### src/rtl/spi_flash_seq_if.sv
// spi_flash_seq_if: host command bus, byte-engine handshake and flash-side
// status signals for the SPI flash command sequencer.
//   slave  - the sequencer (spi_flash_seq)
//   master - the host plus the SPI byte engine it talks to
// Signals:
//   cmd_valid/cmd_ready/cmd_op/cmd_addr/cmd_len  host command request
//   byte_start/byte_tx, byte_done/byte_rx         one-byte transfer handshake
//   spi_cs_n                                      flash chip select (active low)
//   rd_valid/rd_data                              received read bytes
//   busy/done/err                                 command status
interface spi_flash_seq_if;
    logic        cmd_valid;
    logic        cmd_ready;
    logic [1:0]  cmd_op;
    logic [23:0] cmd_addr;
    logic [7:0]  cmd_len;
    logic        byte_start;
    logic [7:0]  byte_tx;
    logic        byte_done;
    logic [7:0]  byte_rx;
    logic        spi_cs_n;
    logic        rd_valid;
    logic [7:0]  rd_data;
    logic        busy;
    logic        done;
    logic        err;

    modport slave (
        input  cmd_valid, cmd_op, cmd_addr, cmd_len, byte_done, byte_rx,
        output cmd_ready, byte_start, byte_tx, spi_cs_n, rd_valid, rd_data,
               busy, done, err
    );

    modport master (
        output cmd_valid, cmd_op, cmd_addr, cmd_len, byte_done, byte_rx,
        input  cmd_ready, byte_start, byte_tx, spi_cs_n, rd_valid, rd_data,
               busy, done, err
    );
endinterface

### src/rtl/spi_flash_seq.sv
// spi_flash_seq: sequences RDID / READ / RDSR commands to a SPI NOR flash
// through an external one-byte-at-a-time SPI byte engine.
// Ports:
//   clk    system clock, rising edge
//   reset  synchronous, active-high reset
//   bus    spi_flash_seq_if.slave (host command, byte engine, cs_n, read data,
//          busy/done/err status)
// Parameters:
//   CS_SETUP_CYC  cycles from spi_cs_n falling to the opcode byte_start
//   CS_HOLD_CYC   cycles spi_cs_n is held high after the last byte before done
module spi_flash_seq #(
    parameter int unsigned CS_SETUP_CYC = 2,
    parameter int unsigned CS_HOLD_CYC  = 2
) (
    input  logic            clk,
    input  logic            reset,
    spi_flash_seq_if.slave  bus
);

    typedef enum logic [2:0] {
        S_IDLE,
        S_CS_SETUP,
        S_SEND_OP,
        S_SEND_ADDR,
        S_READ,
        S_CS_HOLD,
        S_FINISH
    } state_t;

    localparam logic [1:0] OP_RDID = 2'b00;
    localparam logic [1:0] OP_READ = 2'b01;
    localparam logic [1:0] OP_RDSR = 2'b10;

    // Timer reload values; a zero-cycle setup/hold skips the timed state.
    localparam logic [15:0] SETUP_LOAD = (CS_SETUP_CYC == 0) ? 16'd0 : 16'(CS_SETUP_CYC - 1);
    localparam logic [15:0] HOLD_LOAD  = (CS_HOLD_CYC  == 0) ? 16'd0 : 16'(CS_HOLD_CYC  - 1);

    function automatic logic [7:0] opcode_of(input logic [1:0] op);
        case (op)
            OP_RDID: opcode_of = 8'h9F;
            OP_READ: opcode_of = 8'h03;
            OP_RDSR: opcode_of = 8'h05;
            default: opcode_of = 8'h00;
        endcase
    endfunction

    state_t      state_q, state_d;
    logic        cs_n_q, cs_n_d;
    logic        byte_start_q, byte_start_d;
    logic [7:0]  byte_tx_q, byte_tx_d;
    logic        rd_valid_q, rd_valid_d;
    logic [7:0]  rd_data_q, rd_data_d;
    logic        done_q, done_d;
    logic        err_q, err_d;
    logic [1:0]  op_q, op_d;
    logic [23:0] addr_q, addr_d;     // shifts left as address bytes go out
    logic [1:0]  aleft_q, aleft_d;   // address bytes still to send after the first
    logic [8:0]  rcnt_q, rcnt_d;     // read bytes remaining (256 when len==0)
    logic [15:0] tmr_q, tmr_d;       // cs setup / hold timer
    logic        wait_q, wait_d;     // a byte_start has been issued and not yet completed

    logic        xfer_done;

    // A byte_done only counts once its byte_start has gone out and while a
    // transfer phase is active; anything else is a stray pulse.
    assign xfer_done = bus.byte_done && wait_q &&
                       (state_q == S_SEND_OP || state_q == S_SEND_ADDR || state_q == S_READ);

    always_comb begin
        state_d      = state_q;
        cs_n_d       = cs_n_q;
        byte_start_d = 1'b0;
        byte_tx_d    = byte_tx_q;
        rd_valid_d   = 1'b0;
        rd_data_d    = rd_data_q;
        done_d       = 1'b0;
        err_d        = 1'b0;
        op_d         = op_q;
        addr_d       = addr_q;
        aleft_d      = aleft_q;
        rcnt_d       = rcnt_q;
        tmr_d        = tmr_q;
        wait_d       = wait_q | byte_start_q;
        if (xfer_done) begin
            wait_d = 1'b0;
        end

        case (state_q)
            S_IDLE: begin
                if (bus.cmd_valid) begin
                    op_d   = bus.cmd_op;
                    addr_d = bus.cmd_addr;
                    case (bus.cmd_op)
                        OP_RDID: rcnt_d = 9'd3;
                        OP_RDSR: rcnt_d = 9'd1;
                        default: rcnt_d = (bus.cmd_len == 8'd0) ? 9'd256 : {1'b0, bus.cmd_len};
                    endcase
                    if (bus.cmd_op == 2'b11) begin
                        // Reserved op: never touch the flash, report and finish.
                        state_d = S_FINISH;
                        done_d  = 1'b1;
                        err_d   = 1'b1;
                    end else begin
                        cs_n_d = 1'b0;
                        if (CS_SETUP_CYC == 0) begin
                            byte_start_d = 1'b1;
                            byte_tx_d    = opcode_of(bus.cmd_op);
                            state_d      = S_SEND_OP;
                        end else begin
                            tmr_d   = SETUP_LOAD;
                            state_d = S_CS_SETUP;
                        end
                    end
                end
            end

            S_CS_SETUP: begin
                if (tmr_q == 16'd0) begin
                    byte_start_d = 1'b1;
                    byte_tx_d    = opcode_of(op_q);
                    state_d      = S_SEND_OP;
                end else begin
                    tmr_d = tmr_q - 16'd1;
                end
            end

            S_SEND_OP: begin
                if (xfer_done) begin
                    byte_start_d = 1'b1;
                    if (op_q == OP_READ) begin
                        byte_tx_d = addr_q[23:16];
                        addr_d    = {addr_q[15:0], 8'h00};
                        aleft_d   = 2'd2;
                        state_d   = S_SEND_ADDR;
                    end else begin
                        byte_tx_d = 8'h00;
                        state_d   = S_READ;
                    end
                end
            end

            S_SEND_ADDR: begin
                if (xfer_done) begin
                    byte_start_d = 1'b1;
                    if (aleft_q == 2'd0) begin
                        byte_tx_d = 8'h00;
                        state_d   = S_READ;
                    end else begin
                        byte_tx_d = addr_q[23:16];
                        addr_d    = {addr_q[15:0], 8'h00};
                        aleft_d   = aleft_q - 2'd1;
                    end
                end
            end

            S_READ: begin
                if (xfer_done) begin
                    rd_data_d  = bus.byte_rx;
                    rd_valid_d = 1'b1;
                    rcnt_d     = rcnt_q - 9'd1;
                    if (rcnt_q == 9'd1) begin
                        // Last byte: cs_n rises together with its rd_valid.
                        cs_n_d = 1'b1;
                        if (CS_HOLD_CYC == 0) begin
                            done_d  = 1'b1;
                            state_d = S_FINISH;
                        end else begin
                            tmr_d   = HOLD_LOAD;
                            state_d = S_CS_HOLD;
                        end
                    end else begin
                        byte_start_d = 1'b1;
                        byte_tx_d    = 8'h00;
                    end
                end
            end

            S_CS_HOLD: begin
                if (tmr_q == 16'd0) begin
                    done_d  = 1'b1;
                    state_d = S_FINISH;
                end else begin
                    tmr_d = tmr_q - 16'd1;
                end
            end

            S_FINISH: begin
                state_d = S_IDLE;
            end

            default: begin
                state_d = S_IDLE;
                cs_n_d  = 1'b1;
            end
        endcase
    end

    always_ff @(posedge clk) begin
        if (reset) begin
            state_q      <= S_IDLE;
            cs_n_q       <= 1'b1;
            byte_start_q <= 1'b0;
            byte_tx_q    <= 8'h00;
            rd_valid_q   <= 1'b0;
            rd_data_q    <= 8'h00;
            done_q       <= 1'b0;
            err_q        <= 1'b0;
            op_q         <= 2'b00;
            addr_q       <= 24'h0;
            aleft_q      <= 2'd0;
            rcnt_q       <= 9'd0;
            tmr_q        <= 16'd0;
            wait_q       <= 1'b0;
        end else begin
            state_q      <= state_d;
            cs_n_q       <= cs_n_d;
            byte_start_q <= byte_start_d;
            byte_tx_q    <= byte_tx_d;
            rd_valid_q   <= rd_valid_d;
            rd_data_q    <= rd_data_d;
            done_q       <= done_d;
            err_q        <= err_d;
            op_q         <= op_d;
            addr_q       <= addr_d;
            aleft_q      <= aleft_d;
            rcnt_q       <= rcnt_d;
            tmr_q        <= tmr_d;
            wait_q       <= wait_d;
        end
    end

    // cmd_ready is held low while reset is asserted, high in IDLE otherwise.
    assign bus.cmd_ready  = (state_q == S_IDLE) && !reset;
    assign bus.busy       = (state_q != S_IDLE);
    assign bus.spi_cs_n   = cs_n_q;
    assign bus.byte_start = byte_start_q;
    assign bus.byte_tx    = byte_tx_q;
    assign bus.rd_valid   = rd_valid_q;
    assign bus.rd_data    = rd_data_q;
    assign bus.done       = done_q;
    assign bus.err        = err_q;

endmodule

### src/flat_wrapper.sv
// flat-port wrapper written by rule: the top's interface ports become plain ports
module spi_flash_seq_flat 
#(
    parameter int unsigned CS_SETUP_CYC = 2,
    parameter int unsigned CS_HOLD_CYC  = 2
)
  (clk, reset, bus_cmd_valid, bus_cmd_op, bus_cmd_addr, bus_cmd_len, bus_byte_done, bus_byte_rx, bus_cmd_ready, bus_byte_start, bus_byte_tx, bus_spi_cs_n, bus_rd_valid, bus_rd_data, bus_busy, bus_done, bus_err);
  spi_flash_seq_if bus_i ();
  input  logic clk;
  input  logic reset;
  input wire logic [$bits(bus_i.cmd_valid)-1:0] bus_cmd_valid;
  input wire logic [$bits(bus_i.cmd_op)-1:0] bus_cmd_op;
  input wire logic [$bits(bus_i.cmd_addr)-1:0] bus_cmd_addr;
  input wire logic [$bits(bus_i.cmd_len)-1:0] bus_cmd_len;
  input wire logic [$bits(bus_i.byte_done)-1:0] bus_byte_done;
  input wire logic [$bits(bus_i.byte_rx)-1:0] bus_byte_rx;
  output wire logic [$bits(bus_i.cmd_ready)-1:0] bus_cmd_ready;
  output wire logic [$bits(bus_i.byte_start)-1:0] bus_byte_start;
  output wire logic [$bits(bus_i.byte_tx)-1:0] bus_byte_tx;
  output wire logic [$bits(bus_i.spi_cs_n)-1:0] bus_spi_cs_n;
  output wire logic [$bits(bus_i.rd_valid)-1:0] bus_rd_valid;
  output wire logic [$bits(bus_i.rd_data)-1:0] bus_rd_data;
  output wire logic [$bits(bus_i.busy)-1:0] bus_busy;
  output wire logic [$bits(bus_i.done)-1:0] bus_done;
  output wire logic [$bits(bus_i.err)-1:0] bus_err;
  assign bus_i.cmd_valid = bus_cmd_valid;
  assign bus_i.cmd_op = bus_cmd_op;
  assign bus_i.cmd_addr = bus_cmd_addr;
  assign bus_i.cmd_len = bus_cmd_len;
  assign bus_i.byte_done = bus_byte_done;
  assign bus_i.byte_rx = bus_byte_rx;
  assign bus_cmd_ready = bus_i.cmd_ready;
  assign bus_byte_start = bus_i.byte_start;
  assign bus_byte_tx = bus_i.byte_tx;
  assign bus_spi_cs_n = bus_i.spi_cs_n;
  assign bus_rd_valid = bus_i.rd_valid;
  assign bus_rd_data = bus_i.rd_data;
  assign bus_busy = bus_i.busy;
  assign bus_done = bus_i.done;
  assign bus_err = bus_i.err;
  spi_flash_seq #(.CS_SETUP_CYC(CS_SETUP_CYC), .CS_HOLD_CYC(CS_HOLD_CYC)) u_core (.clk(clk), .reset(reset), .bus(bus_i));
endmodule
### config.mk
export PLATFORM = sky130hd
export DESIGN_NAME = spi_flash_seq_flat
export DESIGN_NICKNAME = d
export VERILOG_FILES = /design/src/rtl/spi_flash_seq_if.sv /design/src/rtl/spi_flash_seq.sv /design/src/flat_wrapper.sv
export SDC_FILE = /design/constraint.sdc
export NUM_CORES = 1
export LEC_CHECK = 0
export ABC_AREA = 1
export BUFFER_PORTS_ARGS = -buffer_cell sky130_fd_sc_hd__buf_2
export CAP_MARGIN = 20
export CORE_UTILIZATION = 30
export CTS_BUF_LIST = sky130_fd_sc_hd__clkbuf_16
export DETAILED_ROUTE_END_ITERATION = 12
export MAX_ROUTING_LAYER = met4
export PLACE_DENSITY = 0.49
export SYNTH_ARGS = -nofsm -noshare
export SYNTH_HDL_FRONTEND = slang
export SYNTH_SLANG_ARGS = --single-unit
### constraint.sdc
create_clock -name clk -period 3.7 [get_ports clk]
set_input_delay 0 -clock clk [delete_from_list [all_inputs] [get_ports clk]]
set_output_delay 0 -clock clk [all_outputs]
set_load 0.01 [all_outputs]
# Yosys cells after proc, flatten, opt, wreduce, memory -nomap -nowiden
# Cells that the tools add are included.
# op_classes
add_sub_neg	3
reduce_logical	33
eq_ne	24
muxes	55
bitwise_logic	4
# ops
op	count
$mux W24	5
$mux W16	5
$pmux W24 S3	1
$mux W8	7
$pmux W16 S3	1
$pmux W9 S2	2
$pmux W8 S4	1
$mux W3	10
$mux W9	3
$pmux W8 S3	1
$pmux W3 S6	1
$reduce_and A6 Y1	3
$logic_not A16 Y1	1
$ne A2 B2 Y1 const B	8
$sub A16 B1 Y16 const B	1
$mux W1	10
$ne A2 B1 Y1 const B	5
$reduce_and A5 Y1	2
$reduce_or A2 Y1	5
$eq A3 B3 Y1 const B	3
$eq A9 B1 Y1 const B	1
$reduce_bool A3 Y1	3
$sub A9 B1 Y9 const B	1
$logic_not A8 Y1	1
other kinds (22)	38
# word_totals
out_inout_bits	23
register_bits	78
word_cells	133
input_bits	46

# Longest topological paths before layout
# logic_depth
word_depth	6
mapped_depth	12
depth_no_buf	12

# Worst setup path after synthesis
# OpenSTA, ideal clock, no wires.
# synth_path
path_kind	register to register
from	register u_core.state_q[2]
to	register u_core.addr_q[10]
synth_period_minus_slack_ns	1.635
path_stages_with_launch	11
required_ns	3.587
arrival_ns	1.522
path_buffers	3
setup_time_ns	0.113
setup_slack_ns	2.065
path_cell_list	dfxtp_1 -> buf_4 -> inv_1 -> nand3_2 -> a21oi_1 -> nor3_4 -> and2_4 -> buf_6 -> buf_4 -> nor2_1 -> nor2_1
# synth_via
elab_chain_len	6
elab_cells_between_ends	15
# synth_rtl
item	line	source
start, declared	spi_flash_seq.sv:47	state_t state_q, state_d;
start signal, assigned	spi_flash_seq.sv:215	state_q <= state_d;
$eq A3 B2 Y1	spi_flash_seq.sv:67, spi_flash_seq.sv:88	
$logic_or A1 B1 Y1 (2 in a row)	spi_flash_seq.sv:67	(state_q == S_SEND_OP || state_q == S_SEND_ADDR || state_q == S_READ);
$logic_and A1 B1 Y1	spi_flash_seq.sv:66	assign xfer_done = bus.byte_done && wait_q &&
$ne A2 B1 Y1 (no line)	n/a	
$reduce_and A6 Y1 (no line)	n/a	
end signal, assigned	spi_flash_seq.sv:224	addr_q <= addr_d;
end, declared	spi_flash_seq.sv:56	logic [23:0] addr_q, addr_d;
# Parallel ways exist; a longest one is shown, timed or not.
# A chain may end at the register's enable or synchronous reset.

# Final worst setup path
# layout_path
from	register u_core.state_q[2]
to	register u_core.byte_tx_q[6] (netlist: u_core.bus.byte_tx[6])
# layout_via
elab_chain_len	6
elab_cells_between_ends	15
# layout_rtl
item	line	source
$eq A3 B2 Y1	spi_flash_seq.sv:67, spi_flash_seq.sv:88	
$logic_or A1 B1 Y1 (2 in a row)	spi_flash_seq.sv:67	
$logic_and A1 B1 Y1	spi_flash_seq.sv:66	
$ne A2 B1 Y1 (no line)	n/a	
$reduce_and A6 Y1 (no line)	n/a	
end signal, assigned	spi_flash_seq.sv:218	byte_tx_q <= byte_tx_d;
end, declared	spi_flash_seq.sv:50	logic [7:0] byte_tx_q, byte_tx_d;
# Parallel ways exist; a longest one is shown, timed or not.

==> results.md <==
* Total congestion overflow at 0
* Commonest non-fill, non-tap cell in the layout: nand2_1
* Worst r2r src: u_core.state_q[2]
* Worst setup startpoint: u_core.state_q[2]
* Die Span X at around 120 µm
* Syn_nets at about 710
* Main combinational cell family by area after synthesis: simple AND/OR/NAND/NOR gates
* Vias in the first global route at between 4k and 5k
* Port buffer count at just under 70
* Overall routing resource usage at 0.1750
* Post-DP HPWL at approximately 7.9 mm
* Share of post-route cells with drive strength above 1 at 0.1367
* Top post-synthesis cells by area: dfxtp_1, nand2_1, nor2_1
* Top_reg_cell synth: dfxtp_1
* Post-DR wirelength/cell at between 10 and 15 µm
* CP endpoint kind: flip-flop
* Comb power frac at 0.507
* DR DRC count at 0
* Crit-path max FO at 25
* Syn Area/Cell at ~6.3 µm²
* Worst EP arrival at approximately 2800 ps
* Cell taking the most area after synthesis: dfxtp_1
* Final Hold Vio Count at 0
* Final setup violation count at 0
* Full die area at about 14,000 µm²
* Post-synthesis mux area share at 0
* Fin crit share at 0.6719
* Final min period at between 2000 and 2500 ps
* Yosys cell types at 32
* CTS tree: yes
* P_sw at ~1.9 mW
* Most frequent cells in the layout: nand2_1, nor2_1, dfxtp_1
* Unrepaired setup endpoints after global routing: no
* Root Buffer: clkbuf_16
* Final WS setup at 1214 ps
* Final WL at 11.32 mm
* Post-Synth XOR/XNOR Area at 0.01273
* Worst hold stages at 5
* Cells after Synth at about 660
* Achievable clock frequency at 402.2 MHz
* CTS H-tree depth at 3
* CTS resizes at 0
* Placer Congestion at roughly 0.80
* FP Rows at 42
* Post-synthesis adder-cell area fraction at 0.01515
* Leak at roughly 2.4 nW
* Total internal power at ~2.2 mW
* Total of max-cap violations at 0
* EDFF count, synth at 0
* Pre-Repair DR Iteration Count at 4
* Cts bufs inserted at 9
* Post-Synth Simple-Gate Area at 0.4118
* Skew final at roughly 7.3 ps
* First-iteration detailed-routing DRC count at 218
* Post-synth top area share at 0.3782
* Complex-gate fraction of the synthesized area at 0.1018
* Largest buffer count on any clock path at 2
* Worst rel slew slack at 0.4071
* R2r worst-path depth at 10
* Hold-fix buffer count after cts at 24
* Pin count of the biggest net entering global routing at 33
* Clk_lat worst skew at about 340 ps
* Yosys warns at 0
* Starting Density at 0.3093
* Pwr/cell area at 802.4 nW/µm²
* Startpoint types: flip-flop
* First-pass GRT wire length at around 19 mm
* Core Area at about 13,000 µm²
* Clk pwr share at 0.195
* Die H at 119.3 µm
* Worst setup path class: reg -> reg
* Synth Register Bits at 78
* Layout Area Growth over Synthesis at 22.52%
* Hold Startpoint: bus_cmd_addr[9]
* Min-Delay Path Class: in -> reg
* Via count at ~4.2k
* Sequential share of power at 0.298
* Initial antenna violation count at 0
* Antenna diodes at 0
* Mapped Area at about 4100 µm²
* Setup TNS at 0 ps
* Vias per cell at between 4 and 5
* Placement Setup Slack at between 1000 and 1500 ps
* Maximum VDD drop at 0.2679 mV
* Final ANT Viol Nets at 0
* Switching share of total power at 0.4633
* Clk sinks at a little under 80
* Slew @ Worst Pin at between 800 and 900 ps
* WP data required at 3970 ps
* Clk slew on worst S/H paths at roughly 60 ps
* Total Nets Final at about 790
* Boundary pin count at 69
* Final Max Slew Viols at 0
* Outcome: finished, final reports clean
* Number of setup buffers added after CTS at 0
* Sequential fraction of the synthesis area at 0.3782
* Async set-reset flop share out of synthesis at 0
==> through the flow <==
step,hold slack (ps),instance area (µm²),util,cells,power (mW)
floorplan,87.69,4129,-,655,2.884
global placement,253.7,4561,0.3417,876,3.252
detailed placement,261.6,4561,0.3417,876,3.275
CTS,3.958,5059,0.3790,915,4.108
global route,44.15,5059,0.3790,915,4.515
finish,15.39,5059,0.3790,915,4.059
==> cell families after synthesis <==
kind of cell,count (synthesis)
xor gates and xnor gates,6
buffers and inverters,76
DFF,78
and+or+nand+nor,409
adders and majority gates,5
AOI/OAI and AO/OA,81
==> registers in the layout (all words and copies together), names as in the netlist <==
signal                 count
u_core.tmr_q              16
u_core.bus.done            1
u_core.bus.byte_tx         8
u_core.bus.rd_data         8
u_core.bus.spi_cs_n        1
u_core.addr_q             24
u_core.bus.byte_start      1
u_core.state_q             3
u_core.bus.rd_valid        1
u_core.bus.err             1
u_core.aleft_q             2
u_core.wait_q              1
u_core.rcnt_q              9
u_core.op_q                2
==> metal layers <==
layer / up-vias / wire (µm) / GRT usage / share of wire
met5: - / 0 / - / 0
li1: 2245 / - / - / -
met4: 0 / 164 / 0.05547 / 0.014
met3: 15 / 404 / 0.04502 / 0.036
met1: 1900 / 5400 / 0.2105 / 0.48
met2: 79 / 5349 / 0.2856 / 0.47
==> synth_stat cells (6+ instances only) <==
| cell type | count |
|---|---|
| nand3_1 | 28 |
| a21oi_1 | 43 |
| o21ai_0 | 30 |
| dfxtp_1 | 78 |
| buf_2 | 7 |
| nor2_1 | 130 |
| nand2_1 | 210 |
| clkbuf_1 | 10 |
| nor3_1 | 6 |
| inv_2 | 7 |
| nand4_1 | 20 |
| inv_1 | 45 |
==> critical path, cell delays in order (launching register included) <==
cell,delay [ps]
dfxtp_1,480
inv_1,140
nand3_2,140
nand2_1,410
inv_2,510
nand2_1,100
nand2_1,70
nand2_1,170
inv_2,190
nand2_1,70
a21oi_1,130
==> worst paths after layout <==
| check | to | slack (ps) |
|---|---|---|
| min | u_core.addr_q[9] | 20 |
| min reg2reg | u_core.bus.rd_data[0] | 460 |
| max reg2reg | u_core.bus.byte_tx[6] | 1210 |
| max | u_core.bus.byte_tx[6] | 1210 |
==> area by class of cell <==
class | count | area [µm²]
fill | 1463 | 8289
timing repair buffer | 93 | 588.1
multi-input combinational | 501 | 2236
clock inverter | 6 | 32.53
clock buffer | 9 | 225.2
inverter | 52 | 195.2
sequential | 78 | 1562
tap | 176 | 220.2
==> power groups by stage <==
stage | registers [mW] | logic [mW] | clock network [mW]
final | 1.21 | 2.06 | 0.793
after global routing | 1.24 | 2.42 | 0.852
after CTS | 1.21 | 2.07 | 0.824
after detailed placement | 1.23 | 2.05 | 0
after global placement | 1.22 | 2.03 | 0
after floorplan | 1.19 | 1.69 | 0
Power figures use the tool's default switching activity.
